<file path="src/rtl/line_fill_demux8_if.sv">
// Refill-line bus between the miss handler / memory side (master) and the
// line fill demux (slave): fill control, beat stream and way write port.
interface line_fill_demux8_if;
  localparam int unsigned BEAT_W = 64;
  localparam int unsigned BEATS  = 8;
  localparam int unsigned WAYS   = 8;
  localparam int unsigned WAY_W  = 3;
  localparam int unsigned PTR_W  = 3;
  localparam int unsigned LINE_W = BEAT_W * BEATS;

  logic              fill_req;
  logic [WAY_W-1:0]  fill_way;
  logic [PTR_W-1:0]  fill_word;
  logic              fill_abort;
  logic              fill_busy;
  logic              beat_valid;
  logic              beat_ready;
  logic [BEAT_W-1:0] beat_data;
  logic [WAYS-1:0]   way_we;
  logic [LINE_W-1:0] line_out;
  logic              fill_done;

  modport master (
    output fill_req, fill_way, fill_word, fill_abort, beat_valid, beat_data,
    input  fill_busy, beat_ready, way_we, line_out, fill_done
  );

  modport slave (
    input  fill_req, fill_way, fill_word, fill_abort, beat_valid, beat_data,
    output fill_busy, beat_ready, way_we, line_out, fill_done
  );
endinterface

</file>
<file path="src/rtl/line_fill_demux8.sv">
// Collects eight 64-bit refill beats into a 512-bit line and writes it to one
// of eight ways with a one-hot strobe. LINE_FILL_CWF_EN enables critical-word-first.
module line_fill_demux8 #(
  parameter int unsigned BEAT_W = 64,
  parameter int unsigned BEATS  = 8
) (
  input logic               clk,
  input logic               rst,
  line_fill_demux8_if.slave bus
);
  localparam int unsigned WAYS   = 8;
  localparam int unsigned WAY_W  = 3;
  localparam int unsigned PTR_W  = 3;
  localparam int unsigned CNT_W  = 3;
  localparam int unsigned LINE_W = BEAT_W * BEATS;

  typedef enum logic [1:0] {
    IDLE    = 2'd0,
    COLLECT = 2'd1,
    WRITE   = 2'd2
  } state_t;

  state_t            state_q, state_d;
  logic [WAY_W-1:0]  way_q, way_d;
  logic [PTR_W-1:0]  ptr_q, ptr_d;
  logic [CNT_W-1:0]  cnt_q, cnt_d;
  logic [LINE_W-1:0] buf_q, buf_d;
  logic              busy_q, busy_d;
  logic              ready_q, ready_d;
  logic [WAYS-1:0]   we_q, we_d;
  logic              done_q, done_d;
  logic [PTR_W-1:0]  start_ptr;

  // Slot receiving the first beat of a fill.
`ifdef LINE_FILL_CWF_EN
  assign start_ptr = bus.fill_word;
`else
  logic unused_fill_word;
  assign start_ptr        = '0;
  assign unused_fill_word = ^bus.fill_word;
`endif

  always_ff @(posedge clk or posedge rst) begin
    if (rst) begin
      state_q <= IDLE;
      way_q   <= '0;
      ptr_q   <= '0;
      cnt_q   <= '0;
      buf_q   <= '0;
      busy_q  <= 1'b0;
      ready_q <= 1'b0;
      we_q    <= '0;
      done_q  <= 1'b0;
    end else begin
      state_q <= state_d;
      way_q   <= way_d;
      ptr_q   <= ptr_d;
      cnt_q   <= cnt_d;
      buf_q   <= buf_d;
      busy_q  <= busy_d;
      ready_q <= ready_d;
      we_q    <= we_d;
      done_q  <= done_d;
    end
  end

  // Outputs are registered from the next state so no input reaches an output combinationally.
  always_comb begin
    state_d = state_q;
    way_d   = way_q;
    ptr_d   = ptr_q;
    cnt_d   = cnt_q;
    buf_d   = buf_q;
    case (state_q)
      IDLE: begin
        if (bus.fill_req) begin
          state_d = COLLECT;
          way_d   = bus.fill_way;
          ptr_d   = start_ptr;
          cnt_d   = '0;
        end
      end
      COLLECT: begin
        // Abort wins over a beat offered in the same cycle.
        if (bus.fill_abort) begin
          state_d = IDLE;
        end else if (bus.beat_valid && ready_q) begin
          for (int i = 0; i < int'(BEATS); i++) begin
            if (ptr_q == PTR_W'(i)) buf_d[i*BEAT_W +: BEAT_W] = bus.beat_data;
          end
          ptr_d = ptr_q + PTR_W'(1);
          cnt_d = cnt_q + CNT_W'(1);
          if (cnt_q == CNT_W'(BEATS - 1)) state_d = WRITE;
        end
      end
      WRITE:   state_d = IDLE;
      default: state_d = IDLE;
    endcase

    busy_d  = (state_d != IDLE);
    ready_d = (state_d == COLLECT);
    done_d  = (state_d == WRITE);
    we_d    = done_d ? (WAYS'(1) << way_d) : '0;
  end

  assign bus.fill_busy  = busy_q;
  assign bus.beat_ready = ready_q;
  assign bus.way_we     = we_q;
  assign bus.line_out   = buf_q;
  assign bus.fill_done  = done_q;

  a_we_onehot0: assert property (@(posedge clk) disable iff (rst) $onehot0(we_q));
  a_done_with_we: assert property (@(posedge clk) disable iff (rst) done_q == (we_q != '0));
endmodule

</file>
<file path="src/flat_wrapper.sv">
// flat-port wrapper written by rule: the top's interface ports become plain ports
module line_fill_demux8_flat 
#(
  parameter int unsigned BEAT_W = 64,
  parameter int unsigned BEATS  = 8
)
  (clk, rst, bus_fill_req, bus_fill_way, bus_fill_word, bus_fill_abort, bus_beat_valid, bus_beat_data, bus_fill_busy, bus_beat_ready, bus_way_we, bus_line_out, bus_fill_done);
  line_fill_demux8_if bus_i ();
  input logic clk;
  input logic rst;
  input wire logic [$bits(bus_i.fill_req)-1:0] bus_fill_req;
  input wire logic [$bits(bus_i.fill_way)-1:0] bus_fill_way;
  input wire logic [$bits(bus_i.fill_word)-1:0] bus_fill_word;
  input wire logic [$bits(bus_i.fill_abort)-1:0] bus_fill_abort;
  input wire logic [$bits(bus_i.beat_valid)-1:0] bus_beat_valid;
  input wire logic [$bits(bus_i.beat_data)-1:0] bus_beat_data;
  output wire logic [$bits(bus_i.fill_busy)-1:0] bus_fill_busy;
  output wire logic [$bits(bus_i.beat_ready)-1:0] bus_beat_ready;
  output wire logic [$bits(bus_i.way_we)-1:0] bus_way_we;
  output wire logic [$bits(bus_i.line_out)-1:0] bus_line_out;
  output wire logic [$bits(bus_i.fill_done)-1:0] bus_fill_done;
  assign bus_i.fill_req = bus_fill_req;
  assign bus_i.fill_way = bus_fill_way;
  assign bus_i.fill_word = bus_fill_word;
  assign bus_i.fill_abort = bus_fill_abort;
  assign bus_i.beat_valid = bus_beat_valid;
  assign bus_i.beat_data = bus_beat_data;
  assign bus_fill_busy = bus_i.fill_busy;
  assign bus_beat_ready = bus_i.beat_ready;
  assign bus_way_we = bus_i.way_we;
  assign bus_line_out = bus_i.line_out;
  assign bus_fill_done = bus_i.fill_done;
  line_fill_demux8 #(.BEAT_W(BEAT_W), .BEATS(BEATS)) u_core (.clk(clk), .rst(rst), .bus(bus_i));
endmodule
</file>
<file path="config.mk">
export PLATFORM = sky130hd
export DESIGN_NAME = line_fill_demux8_flat
export DESIGN_NICKNAME = d
export VERILOG_FILES = /design/src/rtl/line_fill_demux8_if.sv /design/src/rtl/line_fill_demux8.sv /design/src/flat_wrapper.sv
export SDC_FILE = /design/constraint.sdc
export NUM_CORES = 1
export LEC_CHECK = 0
export CORE_MARGIN = 10
export CORE_UTILIZATION = 45
export CTS_CLUSTER_DIAMETER = 50
export CTS_CLUSTER_SIZE = 16
export DETAILED_ROUTE_END_ITERATION = 8
export HOLD_SLACK_MARGIN = 0.08
export PLACE_DENSITY = 0.83
export SLEW_MARGIN = 20
export SYNTH_ARGS = -nofsm -noshare
export SYNTH_HDL_FRONTEND = slang
export SYNTH_SLANG_ARGS = --single-unit
</file>
<file path="constraint.sdc">
create_clock -name clk -period 41.7 [get_ports clk]
set_input_delay 4.17 -clock clk [delete_from_list [all_inputs] [get_ports clk]]
set_output_delay 4.17 -clock clk [all_outputs]
set_load 0.02 [all_outputs]
</file>
# Yosys cells after proc, flatten, opt, wreduce, memory -nomap -nowiden
# Index checks and enable logic that the tools add are counted.
[word_totals] ff_bits=534 input_bits=75 out_inout_bits=523 word_cells=63
[classes] add_sub_neg=2 eq_ne=14 shifts=1 muxes=15 bitwise=1 n_reduce_logical=14
[ops] cell="4-bit AND reduction" n=9
[ops] cell="3-bit two-way mux" n=7
[ops] cell="3-bit == test (second input constant)" n=5
[ops] cell="3-bit case mux with 2 select lines" n=2
[ops] cell="2-bit two-way mux" n=4
[ops] cell="8-bit two-way mux" n=1
[ops] cell="1-bit by 3-bit left shift with 8-bit output (first input constant)" n=1
[ops] cell="3-bit by 1-bit adder with 3-bit output (second input constant)" n=2
[ops] cell="3-bit by 2-bit == test with 1-bit output (second input constant)" n=2
[ops] cell="2-bit by 1-bit == test with 1-bit output (second input constant)" n=2
[ops] cell="2-bit != test (second input constant)" n=2
[ops] cell="2-bit case mux with 2 select lines" n=1
[ops] cell="2-bit nonzero test" n=2
[ops] cell="3-bit by 1-bit == test with 1-bit output (second input constant)" n=1
[ops] cell="3-bit zero test" n=1
[ops] cell="2-bit == test (second input constant)" n=1
[ops] cell="2-bit zero test" n=1
[ops] cell="2-bit by 1-bit != test with 1-bit output (second input constant)" n=1
[ops] cell="1-bit logical AND" n=1
[ops] cell="1-bit inverter" n=1

# Depth between registers and ports, before layout
[logic_depth] word_depth=7 ltp_mapped=7 mapped_depth_nobuf=5

# Worst setup path after synthesis
# No wires, ideal clock.
[synth_timing] kind="in2reg" start="in bus_fill_abort" end="reg u_core.buf_q[407] (netlist: u_core.bus.line_out[407])" setup_time_ns=0.125 arrival_time_ns=5.660 required_time_ns=41.575 slack_ns=35.915 stages=5 path_buffers=2 path_cell_list="or3b_1 -> buf_2 -> nor3_4 -> buf_6 -> mux2_2"
[synth_between] elab_chain_len=2
[synth_rtl] element="from (decl)" line="flat_wrapper.sv:14" source="input wire logic [$bits(bus_i.fill_abort)-1:0] bus_fill_abort;"
[synth_rtl] element="1-bit inverter (no source line)"
[synth_rtl] element="4-bit AND reduction (no source line)"
[synth_rtl] element="to (signal assigned)" line="line_fill_demux8.sv:59" source="buf_q <= buf_d;"
[synth_rtl] element="to (decl)" line="line_fill_demux8.sv:27" source="logic [LINE_W-1:0] buf_q, buf_d;"
# Every way passes these cells.
# A chain may end at the register's enable or synchronous reset.

# Worst setup path in the final report
[layout_timing] start="in bus_fill_abort" end="reg u_core.buf_q[192] (netlist: u_core.bus.line_out[192])"
# The elaborated chain is that of the path after synthesis.

==> out/summary.txt <==
Status: finished clean
Worst slew margin: 0.325
Hold Path Class: reg -> reg
Final setup viols: 0
DRT iter0 DRCs: 606
Initial antenna violation count: 2
R2R Path End: u_core.bus.line_out[192]
Via count: 12500
Fmax: 147 MHz
FF-to-FF Start: u_core.state_q[1]
Design Power: 1.39 mW
Net Sw Power: 0.394 mW
CP Class: in -> reg
CP required: 42150 ps
Worst r2r path cells: 4
Avg Cell Area, Syn: 17.0 um2
Vias in the first global route: 13700
Max Slew Vio Count: 0
Final Util: 0.635
Core Region: 44200 um2
Max clock buf depth: 3
Sequential area share after synthesis: 0.664
Least-Margin Pin Slew: 1010 ps
Post-route DRC: 0
Yosys warning count: 0
Tcrit/Tclk final: 0.163
Drt pass-1 iters: 4
Row count: 77
Minimum clock period after layout: 6800 ps
Post-Syn Instances: 1185
I/O pin count: 598
All-Layer GR Usage: 0.218
Layout cells sized above 1: 0.327
Worst-path clk slew: 70 ps
R2R setup slack: 38340 ps
Antenna violation net count after detailed routing: 0
Crit end category: flop
Setup WS post-layout: 34900 ps
Clk pwr share: 0.310
Routed length per instance: 25.2 um
# Post-CTS Setup Buffers: 0
Pin count of the biggest net entering global routing: 181
Synthesized cell area: 20100 um2
Clk_lat worst skew: 570 ps
Max-Cap Viols: 0
First-pass GRT wire length: 88600 um
Min-delay src: u_core.bus.line_out[419]
Flop pwr share: 0.448
DR vias/cell: 5.20
Number of gates resized after cts: 0
H-tree levels: 2
Port buffer count: 594
Critical path startpoint category: input pin
Pwr dens: 49.4 nW/um2
Final Hold Violating Endpoints: 0
Crit-path max FO: 33
Die ar.: 53600 um2
Syn-to-layout area delta: 39.5%
Worst vdd ir: 0.0460 mV
Crit path DAT: 7250 ps
Clock Root Buffer: clkbuf_16
Skew final: 14.5 ps
Die height: 232 um
Num CTS Buffers: 45
Synthesized flop and latch total: 534
Hpwl dp: 42300 um
Die X: 232 um
Clk sinks: 534
Post-place setup slack: 34290 ps
TritonCTS clock tree: done
Total grt overflow: 0
Gpl congestion: 0.804
RSZ-0062 raised after global routing: no
Initial Utilization: 0.455
Setup TNS: 0 ps
Internal power: 0.992 mW
Comb power frac: 0.242
Design area: 28100 um2
Sw Share: 0.284
Leak: 13.1 nW
Syn nets: 1268
Distinct cells, synth: 26
Routed WL: 60600 um
Final net count: 1869
Cell Area, Placed: 26600 um2
Cts hold-fix bufs: 0
Worst Hold Depth: 1
WHS Endpoint: u_core.bus.line_out[419]
-- area by class of cell --
type	instances	area [um2]
clock inverters	19	263
clock buffers	54	1230
well taps	592	741
repair buffers	612	6100
fillers	3173	16100
inverters	5	26.3
diodes	1	2.50
multi-input cells	588	6350
flip-flops and latches	534	13400
-- worst max-delay path by stage --
stage / depth (start not counted) / start / endpoint / slack, ps
global route: 4 / rst / u_core.bus.line_out[67] / 34770
finish: 5 / bus_fill_abort / u_core.bus.line_out[192] / 34900
global placement: 4 / rst / u_core.bus.line_out[178] / 34380
detailed placement: 4 / rst / u_core.bus.line_out[306] / 34290
CTS: 4 / rst / u_core.bus.line_out[242] / 34910
floorplan: 1 / rst / u_core.bus.beat_ready / 22610
-- routing by layer --
layer / global-route usage / up-vias / part of all wire
li1: - / 5409 / -
met1: 0.243 / 6506 / 0.37
met2: 0.372 / 452 / 0.50
met3: 0.0654 / 133 / 0.081
met4: 0.114 / 0 / 0.049
met5: 0 / - / 0
-- worst max-delay path: stages --
cell	delay, ps
clkdlybuf4s50_1	440
nor3b_1	790
and3_4	780
buf_4	610
mux2_2	410
-- Yosys cell counts, drive strengths merged --
cell type / count / area, um2
ha: 8 / 100
nor4b: 3 / 26.3
a32oi: 3 / 26.3
clkbuf: 3 / 11.3
inv: 5 / 18.8
mux2i: 4 / 40.0
and2: 1 / 6.26
o21ai: 2 / 10.0
dfrtp: 534 / 13400
nor2: 10 / 37.5
buf: 55 / 420
or3: 1 / 6.26
o211ai: 9 / 67.6
mux2: 515 / 5800
nor3: 3 / 48.8
and3: 3 / 18.8
nor2b: 6 / 37.5
nand3: 2 / 10.0
nand4b: 1 / 8.76
or3b: 2 / 17.5
nor3b: 1 / 7.51
nand2: 14 / 52.6
-- logic make-up (layout without fill, tap and decap cells) --
family	Yosys count	count (layout)	synth area share
AND/OR/NAND/NOR	47	47	0.0138
adder cells (fa/ha/maj)	8	8	0.00497
AO/OA/AOI/OAI	14	14	0.00516
flip-flops	534	534	0.664
buffers and inverters	63	690	0.0224
other	0	1	0
multiplexers	519	519	0.290
-- stage by stage --
step / instances / hold WS [ps]
2_1_floorplan: 1185 / 480
3_3_place_gp: 2331 / 466
3_5_place_dp: 2331 / 475
4_1_cts: 2404 / 490
5_1_grt: 2405 / 506
6_report: 2405 / 490
-- placed cells by master (no fill, tap or decap), types with 2 or more instances in the layout --
| cell | instances |
|---|---|
| clkbuf_8 | 3 |
| a32oi_1 | 3 |
| mux2_2 | 495 |
| nor2b_1 | 6 |
| clkinv_2 | 4 |
| inv_6 | 3 |
| nor4b_2 | 3 |
| nor2_1 | 10 |
| o21ai_0 | 2 |
| nand3_1 | 2 |
| bufinv_16 | 5 |
| inv_8 | 2 |
| mux2i_1 | 4 |
| and3_4 | 2 |
| nor3_4 | 3 |
| clkdlybuf4s50_1 | 594 |
| clkbuf_1 | 4 |
| buf_4 | 15 |
| ha_1 | 8 |
| o211ai_1 | 9 |
| buf_6 | 2 |
| inv_1 | 4 |
| clkinvlp_4 | 4 |
| dfrtp_1 | 534 |
| mux2_1 | 20 |
| nand2_1 | 14 |
| clkbuf_16 | 47 |
-- flip-flops by register name, indices dropped and copies added (netlist names) --
name and flops:
u_core.bus.fill_done 1, u_core.bus.beat_ready 1, u_core.state_q 2, u_core.bus.line_out 512
u_core.cnt_q 3, u_core.bus.fill_busy 1, u_core.bus.way_we 8, u_core.way_q 3
u_core.ptr_q 3
-- power groups by stage --
stage / clock network [mW] / logic, mW / registers [mW]
3_3_place_gp: 0 / 0.332 / 0.626
5_1_grt: 0.459 / 0.350 / 0.630
2_1_floorplan: 0 / 0.0714 / 0.709
4_1_cts: 0.439 / 0.340 / 0.622
6_report: 0.430 / 0.335 / 0.622
3_5_place_dp: 0 / 0.338 / 0.630
Power figures use the tool's default switching activity.
